$ cat src/rtl/clk_meter_pkg.sv
// Shared types and helpers for the divided-clock meter.
package clk_meter_pkg;

  // Measurement FSM: wait for an edge, discard the first partial period, then report.
  typedef enum logic [1:0] {
    IDLE    = 2'd0,
    FIRST   = 2'd1,
    MEASURE = 2'd2
  } meter_state_e;

  // Counter value at which a missing rising edge is declared a loss of input.
  function automatic int unsigned cnt_sat(input int unsigned w);
    return (32'd1 << w) - 32'd1;
  endfunction

endpackage

$ cat src/rtl/edge_sync.sv
// Input synchronizer plus history flop producing registered rise/fall strobes.
module edge_sync #(
  parameter int unsigned SYNC_STAGES = 2
) (
  input  logic clk,
  input  logic rst,
  input  logic sig_in,
  output logic lvl,
  output logic rise,
  output logic fall
);

  logic [SYNC_STAGES-1:0] sync_q, sync_d;
  logic                   hist_q, hist_d;
  logic                   rise_q, rise_d;
  logic                   fall_q, fall_d;

  // Shift the raw input through the synchronizer and compare against the history flop.
  always_comb begin
    sync_d = {sync_q[SYNC_STAGES-2:0], sig_in};
    hist_d = sync_q[SYNC_STAGES-1];
    rise_d = sync_q[SYNC_STAGES-1] & ~hist_q;
    fall_d = ~sync_q[SYNC_STAGES-1] & hist_q;
  end

  // Synchronizer, history and strobe registers; all cleared by reset.
  always_ff @(posedge clk) begin
    if (rst) begin
      sync_q <= '0;
      hist_q <= 1'b0;
      rise_q <= 1'b0;
      fall_q <= 1'b0;
    end else begin
      sync_q <= sync_d;
      hist_q <= hist_d;
      rise_q <= rise_d;
      fall_q <= fall_d;
    end
  end

  // lvl is the history flop, so it already reflects the edge that rise/fall announce.
  assign lvl  = hist_q;
  assign rise = rise_q;
  assign fall = fall_q;

endmodule

$ cat src/rtl/clk_div_meter.sv
// Measures period and high time of a slow (possibly asynchronous) signal in clk cycles.
module clk_div_meter
  import clk_meter_pkg::*;
#(
  parameter int unsigned CNT_W       = 16,
  parameter int unsigned SYNC_STAGES = 2
) (
  input  logic             clk,
  input  logic             rst,
  input  logic             sig_in,
  output logic [CNT_W-1:0] period,
  output logic [CNT_W-1:0] high_time,
  output logic             meas_valid,
  output logic             locked,
  output logic             timeout
);

  localparam logic [CNT_W-1:0] CntSat = CNT_W'(cnt_sat(CNT_W));
  localparam logic [CNT_W-1:0] CntOne = CNT_W'(1);

  meter_state_e     state_q, state_d;
  logic [CNT_W-1:0] cnt_q, cnt_d;
  logic [CNT_W-1:0] cnt_inc;
  logic [CNT_W-1:0] hi_lat_q, hi_lat_d;
  logic [CNT_W-1:0] period_q, period_d;
  logic [CNT_W-1:0] high_q, high_d;
  logic [CNT_W-1:0] base_period_q, base_period_d;
  logic [CNT_W-1:0] base_high_q, base_high_d;
  logic             mv_q, mv_d;
  logic             locked_q, locked_d;
  logic             timeout_q, timeout_d;

  logic edge_lvl;
  logic edge_rise;
  logic edge_fall;

  edge_sync #(
    .SYNC_STAGES(SYNC_STAGES)
  ) u_edge_sync (
    .clk   (clk),
    .rst   (rst),
    .sig_in(sig_in),
    .lvl   (edge_lvl),
    .rise  (edge_rise),
    .fall  (edge_fall)
  );

  // The strobes and the delayed level come from the same flops and must never disagree.
  a_edge_lvl: assert property (@(posedge clk) disable iff (rst)
    !(edge_rise && !edge_lvl) && !(edge_fall && edge_lvl));

  // FSM, saturating counter, high-time latch, reporting and lock comparison.
  always_comb begin
    state_d       = state_q;
    cnt_d         = cnt_q;
    hi_lat_d      = hi_lat_q;
    period_d      = period_q;
    high_d        = high_q;
    base_period_d = base_period_q;
    base_high_d   = base_high_q;
    mv_d          = 1'b0;
    locked_d      = locked_q;
    timeout_d     = timeout_q;
    cnt_inc       = (cnt_q == CntSat) ? cnt_q : cnt_q + CntOne;

    unique case (state_q)
      IDLE: begin
        if (edge_rise) begin
          cnt_d   = CntOne;
          state_d = FIRST;
        end
      end
      FIRST, MEASURE: begin
        if (edge_rise) begin
          cnt_d = CntOne;
          if (state_q == FIRST) begin
            // The first full period is silent but seeds the lock comparison.
            state_d = MEASURE;
          end else begin
            period_d  = cnt_q;
            high_d    = hi_lat_q;
            mv_d      = 1'b1;
            timeout_d = 1'b0;
            locked_d  = (cnt_q == base_period_q) && (hi_lat_q == base_high_q);
          end
          base_period_d = cnt_q;
          base_high_d   = hi_lat_q;
        end else begin
          cnt_d = cnt_inc;
          if (edge_fall) begin
            hi_lat_d = cnt_q;
          end
          if (cnt_inc == CntSat) begin
            timeout_d = 1'b1;
            locked_d  = 1'b0;
            state_d   = IDLE;
          end
        end
      end
      default: state_d = IDLE;
    endcase
  end

  // State and output registers; reset discards any partial measurement.
  always_ff @(posedge clk) begin
    if (rst) begin
      state_q       <= IDLE;
      cnt_q         <= '0;
      hi_lat_q      <= '0;
      period_q      <= '0;
      high_q        <= '0;
      base_period_q <= '0;
      base_high_q   <= '0;
      mv_q          <= 1'b0;
      locked_q      <= 1'b0;
      timeout_q     <= 1'b0;
    end else begin
      state_q       <= state_d;
      cnt_q         <= cnt_d;
      hi_lat_q      <= hi_lat_d;
      period_q      <= period_d;
      high_q        <= high_d;
      base_period_q <= base_period_d;
      base_high_q   <= base_high_d;
      mv_q          <= mv_d;
      locked_q      <= locked_d;
      timeout_q     <= timeout_d;
    end
  end

  assign period     = period_q;
  assign high_time  = high_q;
  assign meas_valid = mv_q;
  assign locked     = locked_q;
  assign timeout    = timeout_q;

endmodule

$ cat config.mk
export PLATFORM = sky130hd
export DESIGN_NAME = clk_div_meter
export DESIGN_NICKNAME = d
export VERILOG_FILES = /design/src/rtl/clk_meter_pkg.sv /design/src/rtl/edge_sync.sv /design/src/rtl/clk_div_meter.sv
export SDC_FILE = /design/constraint.sdc
export NUM_CORES = 1
export LEC_CHECK = 0
export CORE_MARGIN = 4
export CORE_UTILIZATION = 55
export CTS_BUF_LIST = sky130_fd_sc_hd__clkbuf_2
export CTS_CLUSTER_SIZE = 14
export DETAILED_ROUTE_END_ITERATION = 7
export PLACE_DENSITY = 0.75
export RECOVER_POWER = 50
export SETUP_SLACK_MARGIN = 0.1
export SYNTH_ARGS = -nofsm -noshare
export SYNTH_HDL_FRONTEND = slang
export SYNTH_HIERARCHICAL = 1
export SYNTH_SLANG_ARGS = --single-unit
export TNS_END_PERCENT = 100
$ cat constraint.sdc
create_clock -name clk -period 2.4 [get_ports clk]
set_input_delay 0.48 -clock clk [delete_from_list [all_inputs] [get_ports clk]]
set_output_delay 0.48 -clock clk [all_outputs]
set_load 0.05 [all_outputs]
==> key figures <==
Route
  • TritonRoute pass-1 iters: 5
  • Drt wl/cell: 16.8 um
  • Drt drc: 0
  • DRT antenna net count: 0
  • Vias per Instance: 5.67
  • DRT Wirelength: 12400 um
  • Starting DRT DRC Count: 294
  • Via count: 4203

Clock network
  • H-Tree Depth: 3
  • CTS buffer count: 9
  • Clk_lat worst skew: 0.60 ns
  • Clk sink count: 106
  • Clk root buf: clkbuf_2
  • Clk slew on worst S/H paths: 0.29 ns
  • Clk buf depth: 2
  • Post CTS Setup Buffer Count: 0
  • CTS tree: done

GRT
  • GRT Util Overall: 25.8%
  • Global-route wire length before repair: 20600 um
  • Initial antenna violation count: 0
  • Largest net degree at the start of global routing: 105
  • Vias in the first global route: 4158
  • Global route total overflow: 0

Yosys
  • Mapped Cells: 601
  • Cell area after synthesis: 0.00471 sq mm
  • Post-synth EDFFs: 0
  • Post-synth ARST share: 0%
  • Prevailing post-synth register cell: dfxtp_1
  • Sequential element share of the synthesized area: 45.1%
  • Mean Syn Cell Area: 7.83 sq um
  • #FFs+latches synth: 106
  • Synth Net Count: 608
  • Synth cell types: 49
  • Yosys warns: 6

Critical path
  • Worst setup path category: reg2reg
  • Crit path cell chain: inv_1 -> ha_1 -> and2_1 -> nand2b_1 -> clkbuf_2 -> nand2_1 -> a21oi_1
  • CP required: 2.89 ns
  • Crit-path max FO: 33
  • Worst Path Arrival: 2.69 ns
  • CP max stage cell: clkbuf_2
  • Crit start category: flop
  • Worst path max stage delay: 0.63 ns
  • Critical Path Sink Type: flop

Final layout
  • Area Overhead vs Synth: 12.8%
  • Area of the multi-input gates: 0.00235 sq mm
  • Fin nets: 638
  • Most frequent cells in the layout: 183 x nand2_1, 101 x dfxtp_1, 98 x a21oi_1
  • Filler Cell Count: 756
  • N_diodes: 0
  • Fraction of layout cells with a size suffix above 1: 10.7%
  • Post-Layout Inst Area: 0.00531 sq mm
  • Register Area: 0.00213 sq mm
  • Leading cell type in the layout, fill and taps excluded: nand2_1
  • Final core occ: 64.3%

Floorplanning
  • DIE HEIGHT: 101 um
  • I/O Pins: 38
  • Core area: 0.00826 sq mm
  • Die area: 0.0101 sq mm
  • Row Count: 33
  • Initial Util: 57.0%
  • Die Wd: 101 um

Place
  • Dpl cell area: 0.00523 sq mm
  • Post-DP HPWL: 8440 um
  • GPL Wtd Cong: 0.888
  • Number of port buffers: 37

Timing
  • RSZ-0062 raised after global routing: true
  • Setup TNS: 0 ns
  • Final Max Tran Viols: 105
  • Slew margin rel.: -40.8%
  • Hold Vio Cnt, Final: 0
  • Worst setup skew after layout: 0.0443 ns
  • Setup violators final: 0
  • Final worst path period share: 91.9%
  • Max Fclk: 0.453 GHz
  • Slew @ Worst Pin: 2.11 ns
  • Final Critical Period: 2.21 ns

Run status
  • Failing checks: max-capacitance violations, max-slew violations
  • Status: finished, violations left

Power
  • Power per cell area: 511 mW/mm^2
  • Peak VDD IR: 0.250 mV
  • Leakage power: 2.00 nW

Run
  • Maximum capacitance violations: 1

Hold path
  • Hold Crit Class: in2reg
path summary, 6_finish.rpt:
kind / start / endpoint / slack, ns / cells after the start
worst max-delay path: state_q[0]$_SDFFE_PP0P_ / high_time[14]$_SDFFE_PP0P_ / 0.19 / 7
worst max register to register: state_q[0]$_SDFFE_PP0P_ / high_time[14]$_SDFFE_PP0P_ / 0.19 / 7
worst min register to register: u_edge_sync/lvl$_SDFF_PP0_ / u_edge_sync/rise$_SDFF_PP0_ / 0.44 / 1
worst min-delay path: rst / timeout$_SDFFE_PP0P_ / 0.20 / 3
state kept, by name, indices dropped and copies added, names as in the netlist:
register / cells
locked: 1
state_q: 2
period: 16
u_edge_sync/rise: 1
high_time: 16
u_edge_sync/fall: 1
u_edge_sync/sync_q: 2
timeout: 1
hi_lat_q: 16
u_edge_sync/lvl: 1
base_high_q: 16
base_period_q: 16
meas_valid: 1
cnt_q: 16
metrics by stage:
step	power, mW	cells	setup slack, ns	hold WS [ns]
after CTS	2.73	741	0.101	0.228
after floorplan	1.86	601	0.477	0.387
final	2.71	741	0.194	0.202
after detailed placement	1.89	725	0.170	0.410
after global placement	1.89	725	0.242	0.403
after global routing	2.82	741	-0.000819	0.180
worst max-delay path, delay by kind of cell, from the launching register on:
kind	cells	cell delay (ns)
compound gates	1	0.16
simple gates	3	0.48
fa+ha+maj	1	0.33
flops	1	0.46
buf+inv	2	0.69
final cells by class:
class | instances | share of cell area (%)
inverter | 8 | 0.565
tap | 105 | 2.47
sequential | 106 | 40.1
timing repair buffer | 66 | 10.2
clock inverter | 7 | 1.60
clock buffer | 9 | 0.848
multi-input combinational | 440 | 44.2
synthesized netlist by cell type, types with 2 or more instances:
cell type / n / area (sq um)
and2_1: 5 / 31.3
buf_6: 3 / 33.8
nor2_1: 21 / 78.8
nor4_1: 3 / 18.8
nand4_4: 2 / 42.5
o2111ai_1: 2 / 17.5
xnor2_1: 31 / 272
and3_1: 4 / 25.0
o22ai_1: 2 / 12.5
buf_2: 6 / 30.0
a21oi_1: 98 / 490
nand4_1: 13 / 81.3
nor2b_1: 6 / 37.5
nand3b_1: 2 / 15.0
dfxtp_1: 106 / 2120
ha_1: 4 / 50.1
a211oi_1: 3 / 22.5
and4_1: 4 / 35.0
inv_1: 8 / 30.0
buf_4: 5 / 37.5
buf_1: 4 / 15.0
nor3b_1: 3 / 22.5
o21ai_0: 11 / 55.1
clkbuf_1: 29 / 109
nand2_1: 183 / 687
nor3_1: 7 / 35.0
a31oi_1: 7 / 43.8
nand3_1: 7 / 35.0
o211ai_1: 2 / 15.0
timing repair:
item / CTS / global route
hold buffers: 0 / 0
pin swaps: 0 / 1
endpoints found under the hold margin: 0 / 0
endpoints found under the setup margin: 18 / 21
gates resized for setup: 18 / 27
layer usage:
| metal | up-vias | share of wire (%) | track usage, % |
|---|---|---|---|
| met3 | 24 | 5.3 | 3.46 |
| met1 | 1969 | 46 | 34.7 |
| met5 | - | 0 | 0 |
| met4 | 0 | 2.9 | 10.7 |
| li1 | 2079 | - | - |
| met2 | 131 | 46 | 41.8 |
where the power goes:
| part | internal, mW | switching (mW) | total (mW) |
|---|---|---|---|
| logic | 0.0206 | 0.0602 | 0.0808 |
| registers | 1.77 | 0.00299 | 1.78 |
| clock network | 0.177 | 0.678 | 0.856 |
| total | 1.97 | 0.742 | 2.71 |
cell families after synthesis:
group | after synthesis | synth area share [%]
buffers and inverters | 55 | 5.42
adders and majority gates | 4 | 1.06
DFF | 106 | 45.1
AOI/OAI and AO/OA | 137 | 16.5
and+or+nand+nor | 266 | 25.8
muxes | 1 | 0.213
xor gates and xnor gates | 32 | 5.95
Note: power is estimated with default switching activity, not from simulation.
